### src/rtl/hilo_reg.sv
// -----------------------------------------------------------------------------
// hilo_reg -- HI/LO special-register unit for the EXE -> MEM -> WB pipeline.
//
// A HI/LO write (MULT/DIV result, MTHI, MTLO, optional MADD/MSUB) is captured
// when its instruction leaves EXE. It travels through private MEM and WB slots
// that track the CPU pipeline, and it commits to the architectural HI/LO
// registers at the end of WB. EXE always sees a fully forwarded HI/LO through
// hi_o/lo_o: the MEM slot wins over the WB slot, and the WB slot wins over the
// architectural registers. Each half is forwarded independently.
//
// Optional feature macro: HILO_MADD_EN
//   defined   : ex_acc_op = 01 captures {hi_o,lo_o} + ex_hilo_i and
//               ex_acc_op = 10 captures {hi_o,lo_o} - ex_hilo_i (mod 2^64).
//   undefined : ex_acc_op is ignored and every write is a plain write.
//
// Ports:
//   clk        in   1   system clock, rising edge
//   reset      in   1   asynchronous, active-high; clears all state
//   ex_valid   in   1   EXE instruction is valid and retires to MEM this cycle
//   ex_we_hi   in   1   EXE instruction writes HI
//   ex_we_lo   in   1   EXE instruction writes LO
//   ex_hilo_i  in  64   write data {HI,LO}
//   ex_acc_op  in   2   00 plain, 01 MADD, 10 MSUB, 11 plain
//   stall      in   1   EXE held; no capture this cycle
//   flush      in   1   cancels the MEM slot and the EXE capture
//   hi_o       out 32   forwarded HI for EXE
//   lo_o       out 32   forwarded LO for EXE
//   hi_arch    out 32   committed HI
//   lo_arch    out 32   committed LO
// -----------------------------------------------------------------------------
module hilo_reg (
  input  logic        clk,
  input  logic        reset,
  input  logic        ex_valid,
  input  logic        ex_we_hi,
  input  logic        ex_we_lo,
  input  logic [63:0] ex_hilo_i,
  input  logic [1:0]  ex_acc_op,
  input  logic        stall,
  input  logic        flush,
  output logic [31:0] hi_o,
  output logic [31:0] lo_o,
  output logic [31:0] hi_arch,
  output logic [31:0] lo_arch
);

  // MEM slot
  logic        m_vld_q,   m_vld_d;
  logic        m_we_hi_q, m_we_hi_d;
  logic        m_we_lo_q, m_we_lo_d;
  logic [63:0] m_data_q,  m_data_d;

  // WB slot
  logic        w_vld_q,   w_vld_d;
  logic        w_we_hi_q, w_we_hi_d;
  logic        w_we_lo_q, w_we_lo_d;
  logic [63:0] w_data_q,  w_data_d;

  // Architectural registers
  logic [31:0] hi_q, hi_d;
  logic [31:0] lo_q, lo_d;

  // Forwarded {HI,LO} and the value EXE would place in the MEM slot
  logic [31:0] fwd_hi;
  logic [31:0] fwd_lo;
  logic [63:0] cap_data;
  logic        ex_capture;

  // Per-half forwarding: youngest valid writer of that half wins. Flush is
  // deliberately ignored here; EXE is cancelled in a flush cycle, so a
  // cancelled slot's data is never consumed.
  always_comb begin
    fwd_hi = hi_q;
    fwd_lo = lo_q;
    if (m_vld_q && m_we_hi_q) begin
      fwd_hi = m_data_q[63:32];
    end else if (w_vld_q && w_we_hi_q) begin
      fwd_hi = w_data_q[63:32];
    end else begin
      fwd_hi = hi_q;
    end
    if (m_vld_q && m_we_lo_q) begin
      fwd_lo = m_data_q[31:0];
    end else if (w_vld_q && w_we_lo_q) begin
      fwd_lo = w_data_q[31:0];
    end else begin
      fwd_lo = lo_q;
    end
  end

`ifdef HILO_MADD_EN
  // Accumulate path: the base is the forwarded value, so back-to-back
  // MADD/MSUB chain through the MEM slot without a stall.
  always_comb begin
    cap_data = ex_hilo_i;
    case (ex_acc_op)
      2'b01:   cap_data = {fwd_hi, fwd_lo} + ex_hilo_i;
      2'b10:   cap_data = {fwd_hi, fwd_lo} - ex_hilo_i;
      default: cap_data = ex_hilo_i;
    endcase
  end
`else
  // Plain writes only; the accumulate selector has no effect in this build.
  logic unused_acc_op;
  assign unused_acc_op = ^ex_acc_op;
  assign cap_data      = ex_hilo_i;
`endif

  // An EXE write is captured only when it really advances: flush dominates
  // stall, and an invalid EXE slot never writes.
  assign ex_capture = ex_valid & ~stall & ~flush;

  // Next-state: commit from WB, drain MEM into WB, capture EXE into MEM.
  always_comb begin
    // Commit: each half only when its enable is set.
    hi_d = hi_q;
    lo_d = lo_q;
    if (w_vld_q && w_we_hi_q) begin
      hi_d = w_data_q[63:32];
    end else begin
      hi_d = hi_q;
    end
    if (w_vld_q && w_we_lo_q) begin
      lo_d = w_data_q[31:0];
    end else begin
      lo_d = lo_q;
    end

    // MEM -> WB always advances; a flushed MEM instruction never commits
    // because it is the excepting or a younger instruction.
    w_vld_d   = m_vld_q & ~flush;
    w_we_hi_d = m_we_hi_q;
    w_we_lo_d = m_we_lo_q;
    w_data_d  = m_data_q;

    // EXE -> MEM: capture or insert a bubble.
    m_vld_d   = 1'b0;
    m_we_hi_d = 1'b0;
    m_we_lo_d = 1'b0;
    m_data_d  = 64'h0;
    if (ex_capture) begin
      m_vld_d   = ex_we_hi | ex_we_lo;
      m_we_hi_d = ex_we_hi;
      m_we_lo_d = ex_we_lo;
      m_data_d  = cap_data;
    end else begin
      m_vld_d   = 1'b0;
      m_we_hi_d = 1'b0;
      m_we_lo_d = 1'b0;
      m_data_d  = 64'h0;
    end
  end

  // Pipeline slot and architectural register state.
  always_ff @(posedge clk or posedge reset) begin
    if (reset) begin
      m_vld_q   <= 1'b0;
      m_we_hi_q <= 1'b0;
      m_we_lo_q <= 1'b0;
      m_data_q  <= 64'h0;
      w_vld_q   <= 1'b0;
      w_we_hi_q <= 1'b0;
      w_we_lo_q <= 1'b0;
      w_data_q  <= 64'h0;
      hi_q      <= 32'h0;
      lo_q      <= 32'h0;
    end else begin
      m_vld_q   <= m_vld_d;
      m_we_hi_q <= m_we_hi_d;
      m_we_lo_q <= m_we_lo_d;
      m_data_q  <= m_data_d;
      w_vld_q   <= w_vld_d;
      w_we_hi_q <= w_we_hi_d;
      w_we_lo_q <= w_we_lo_d;
      w_data_q  <= w_data_d;
      hi_q      <= hi_d;
      lo_q      <= lo_d;
    end
  end

  assign hi_o    = fwd_hi;
  assign lo_o    = fwd_lo;
  assign hi_arch = hi_q;
  assign lo_arch = lo_q;

endmodule

### config.mk
export PLATFORM = sky130hd
export DESIGN_NAME = hilo_reg
export DESIGN_NICKNAME = d
export VERILOG_FILES = /design/src/rtl/hilo_reg.sv
export SDC_FILE = /design/constraint.sdc
export NUM_CORES = 1
export LEC_CHECK = 0
export BUFFER_PORTS_ARGS = -buffer_cell sky130_fd_sc_hd__clkbuf_2
export CORE_ASPECT_RATIO = 1.2
export CORE_MARGIN = 3
export CORE_UTILIZATION = 26
export DETAILED_ROUTE_END_ITERATION = 7
export GPL_TIMING_DRIVEN = 0
export PLACE_DENSITY_LB_ADDON = 0.1
export SYNTH_ARGS = -nofsm -noshare
export SYNTH_HDL_FRONTEND = slang
export SYNTH_SLANG_ARGS = --single-unit
### constraint.sdc
create_clock -name clk -period 6.9 [get_ports clk]
set_input_delay 1.38 -clock clk [delete_from_list [all_inputs] [get_ports clk]]
set_output_delay 1.38 -clock clk [all_outputs]
set_load 0.1 [all_outputs]
## Yosys cells after proc, flatten, opt, wreduce, memory -nomap -nowiden

Cells that the tools add are included.

- Register bits after elaboration: 198
- Input bits: 73

- Bitwise logic cells: 6
- Mux-type cells: 8
- Reductions and logical operators: 4

Operators by type and width:

| operator | count |
|---|---|
| 32-bit two-way mux | 4 |
| 64-bit two-way mux | 1 |
| 1-bit logical AND | 4 |
| 1-bit AND | 3 |
| 1-bit two-way mux | 3 |
| 1-bit inverter | 2 |
| 1-bit bitwise OR | 1 |

## Depth between registers and ports, before layout

- Word-level depth: 4
- Mapped depth: 4
- Gate-level depth less buffers: 2

## Worst setup path after synthesis

Ideal clock, no wire load.

- Kind: flip-flop to output port
- From: register hi_q[0], in the netlist hi_arch[0]
- To: output port hi_o[0]
- Stages on the path, launching flop included: 3
- Setup slack: 2,645 ps
- Arrival time: 2,875 ps
- Required time: 5,520 ps
- Path through: dfrtp_1 > a21bo_2 > a31oi_1

- Cells in the longest elaborated chain, start to end: 2

Ends and longest elaborated chain:

| what | line | text |
|---|---|---|
| from (decl) | 60 | `logic [31:0] hi_q, hi_d;` |
| from (signal assigned) | 176 | `hi_q <= hi_d;` |
| 32-bit two-way mux | -- |  |
| 32-bit two-way mux | 75 | `if (m_vld_q && m_we_hi_q) begin` |
| to (decl) | 41 | `output logic [31:0] hi_o,` |

No other way between the ends.

## Worst setup path after layout

- From: register m_vld_q
- To: output port lo_o[29]

- Cells in the longest elaborated chain, start to end: 2

Ends and longest elaborated chain:

| what | line | text |
|---|---|---|
| from (decl) | 48 | `logic m_vld_q, m_vld_d;` |
| from (signal assigned) | 168 | `m_vld_q <= m_vld_d;` |
| 1-bit logical AND | 82 | `if (m_vld_q && m_we_lo_q) begin` |
| 32-bit two-way mux | 82 |  |
| to (decl) | 42 | `output logic [31:0] lo_o,` |

No other way between the ends.

==> summary.md <==
| Metric | Value |
|---|---|
| I/O Buffers | `roughly 200` |
| RSZ-0062 raised after global routing | `no` |
| Post-synthesis async set-or-reset flop share | `100.0%` |
| Die height | `197.5 µm` |
| Top-count cell post-synth | `dfrtp_1` |
| Setup Buffers After CTS | `0` |
| Yosys warnings | `0` |
| Startpoint types | `flop` |
| Pleak | `5.678 nW` |
| Max-slew violations | `0` |
| Critical Setup Path Class | `reg -> out` |
| Skew final | `around 0.0086 ns` |
| Actual slew at the worst max-slew pin | `0.7236 ns` |
| Worst path arrival time | `2.21 ns` |
| Total gr overflow | `0` |
| Mean post-synth cell area | `12.34 µm²` |
| Post-synthesis sequential area ratio | `62.33%` |
| Hold WS | `between 0.3 and 0.4 ns` |
| Min Tclk post-route | `3.593 ns` |
| CTS clk-pin slew, worst paths | `0.07 ns` |
| GP Congestion | `0.7240` |
| Vias in the first global route | `5,955` |
| Largest net degree at the start of global routing | `103` |
| Top cell type's share of synthesized area | `about 62%` |
| Min-Delay Path Class | `reg -> reg` |
| H-tree levels | `4` |
| Initial antenna violation count | `2` |
| Die width | `approximately 170 µm` |
| Power Total | `between 0.002 and 0.0025 W` |
| Final setup viols | `0` |
| CP Cell Sequence | `buf_4 > nand2_1 > buf_2 > a31oi_1 > clkbuf_2` |
| Hpwl dp | `15,810 µm` |
| DRC violation count after routing | `0` |
| Hold path depth | `0` |
| Mapped Cells | `644` |
| # rows | `69` |
| Clock tree buffer depth | `2` |
| #FFs+latches synth | `a little under 200` |
| Synth area leaders | `dfrtp_1 62%, and3b_1 7.1%, and2_1 5.2%, a31oi_1 5.0%, a21bo_2 4.2%` |
| Post_cts resized | `0` |
| Hold Buf Count CTS | `0` |
| Critical path's slowest cell | `clkbuf_2` |
| Via density | `4.377` |
| Synth area leader | `dfrtp_1` |
| TritonCTS clock tree | `built` |
| Worst path max stage delay | `0.50 ns` |
| Final period util | `a little over half` |
| Post-Synthesis Cell Area | `7949 µm²` |
| Filler cells | `approximately 3,100` |
| Worst setup EP type | `output pin` |
| DR pass1 iterations | `4` |
| Ys flop type | `dfrtp_1` |
| WP data required | `between 5 and 6 ns` |
| Wire per inst | `about 18 µm` |
| Worst-Skew Late Latency | `0.43 ns` |
| Placeable Area | `approximately 30,000 µm²` |
| Post-route ant nets | `0` |
| Ports | `201` |
| CTS buffer count | `17` |
| Status | `finished, final reports clean` |
| CTS Root Cell | `clkbuf_16` |
| Synth top cells by count | `198 x dfrtp_1, 66 x and2_1, 65 x nand2_1` |
| Layout Area Growth over Synthesis | `25.72%` |
| Cell Pwr Density | `231.7 nW/µm²` |
| CP Max Fanout | `10` |
| Post-synth EDFFs | `0` |
| Hold Vio Cnt, Final | `0` |
| Layout net count | `935` |
| Worst rel slew slack | `between 50% and 60%` |
| GRT Util Overall | `14.06%` |
| Starting Density | `a little over a quarter` |
| Synth unique cells | `17` |
| Final WL | `22,840 µm` |
| Drt first-iter violations | `259` |
| Synthesized Nets | `717` |
| R2R depth | `4` |
| Max_cap viols | `0` |
| Clock sinks | `198` |
| Global-route wire length before repair | `about 36,000 µm` |
| Max Fclk | `around 280 MHz` |
| IR Drop Worst-Case VDD | `114.3 µV` |
| Via count | `around 5,500` |
| Die ar. | `32,720 µm²` |
| Diodes inserted | `0` |
| Layout cells sized above 1 | `34.74%` |
## cell type report
type / count / area, µm² / share of cell area, %
plain buffers: 54 / 372.9 / 3.731
clock buffers: 23 / 457.9 / 4.582
clock inverters: 9 / 72.57 / 0.7262
inverters: 1 / 11.26 / 0.1127
multi-input cells: 391 / 2618 / 26.19
flip-flops and latches: 198 / 4955 / 49.58
well taps: 390 / 488.0 / 4.883
repair buffers: 199 / 1018 / 10.19
## report_power, final
part | total [W] | internal [W] | switching, W
clock network | 0.000930 | 0.000476 | 0.000454
logic | 0.000193 | 0.0000464 | 0.000147
registers | 0.00119 | 0.00118 | 0.00000928
total | 0.00232 | 0.00171 | 0.000610
## sequential cells by signal, summed over array words and instances, names as in the netlist
signal and count:
w_data_q 64, w_vld_q 1, w_we_lo_q 1, hi_arch 32
m_vld_q 1, lo_arch 32, m_we_hi_q 1, w_we_hi_q 1
m_we_lo_q 1, m_data_q 64
## worst max-delay path, delay by kind of cell (launching register included)
kind	cells	cell delay, ns
compound gates	1	0.22
buf+inv	3	0.99
flops	1	0.40
simple gates	1	0.18
## metrics by stage
stage          area (µm²)  cells  TNS [ns]  util [%]  worst slack [ns]
2_1_floorplan        7949    644         0         -            0.1227
3_3_place_gp         9428   1232   -532.36     31.56            -2.706
3_5_place_dp         9463   1233         0     31.68             3.684
4_1_cts              9993   1265         0     33.45             3.208
5_1_grt              9993   1265         0     33.45             3.135
6_report             9993   1265         0     33.45             3.307
## worst paths after layout
kind                            slack [ns]                    from                     end
worst max register to register        5.72       w_vld_q$_DFF_PP0_   lo_arch[30]$_DFF_PP0_
worst min register to register        0.36  m_data_q[54]$_DFF_PP0_  w_data_q[54]$_DFF_PP0_
worst max-delay path                  3.31       m_vld_q$_DFF_PP0_                lo_o[29]
min in group asynchronous             1.06                   reset  m_data_q[36]$_DFF_PP0_
max in group asynchronous             4.87                   reset   w_data_q[9]$_DFF_PP0_
worst min-delay path                  0.36  m_data_q[54]$_DFF_PP0_  w_data_q[54]$_DFF_PP0_
## cell usage in the layout, fill, tap and decap left out, drive strengths merged
cell,n
a31oi,64
clkbuf,233
dfrtp,198
and2,66
clkinv,5
nor2b,1
buf,43
o21a,1
a21bo,64
nand3,64
nand2,66
clkinvlp,2
inv,3
and3b,64
nor3b,1
## cell families (layout without fill, tap and decap cells)
logic type	Yosys count	after routing	share of synthesized area (%)
buffers and inverters	55	286	4.738
AO/OA/AOI/OAI	129	129	13.19
flip-flops	198	198	62.33
AND/OR/NAND/NOR	262	262	19.74
## metal layers
layer	up-vias	GRT usage [%]	part of all wire, %
li1	2674	-	-
met1	2707	18.34	46
met2	138	23.64	49
met3	14	3.423	4.2
met4	4	3.606	0.69
met5	-	0	0.13
No activity file was read; power rests on OpenSTA's default activity.
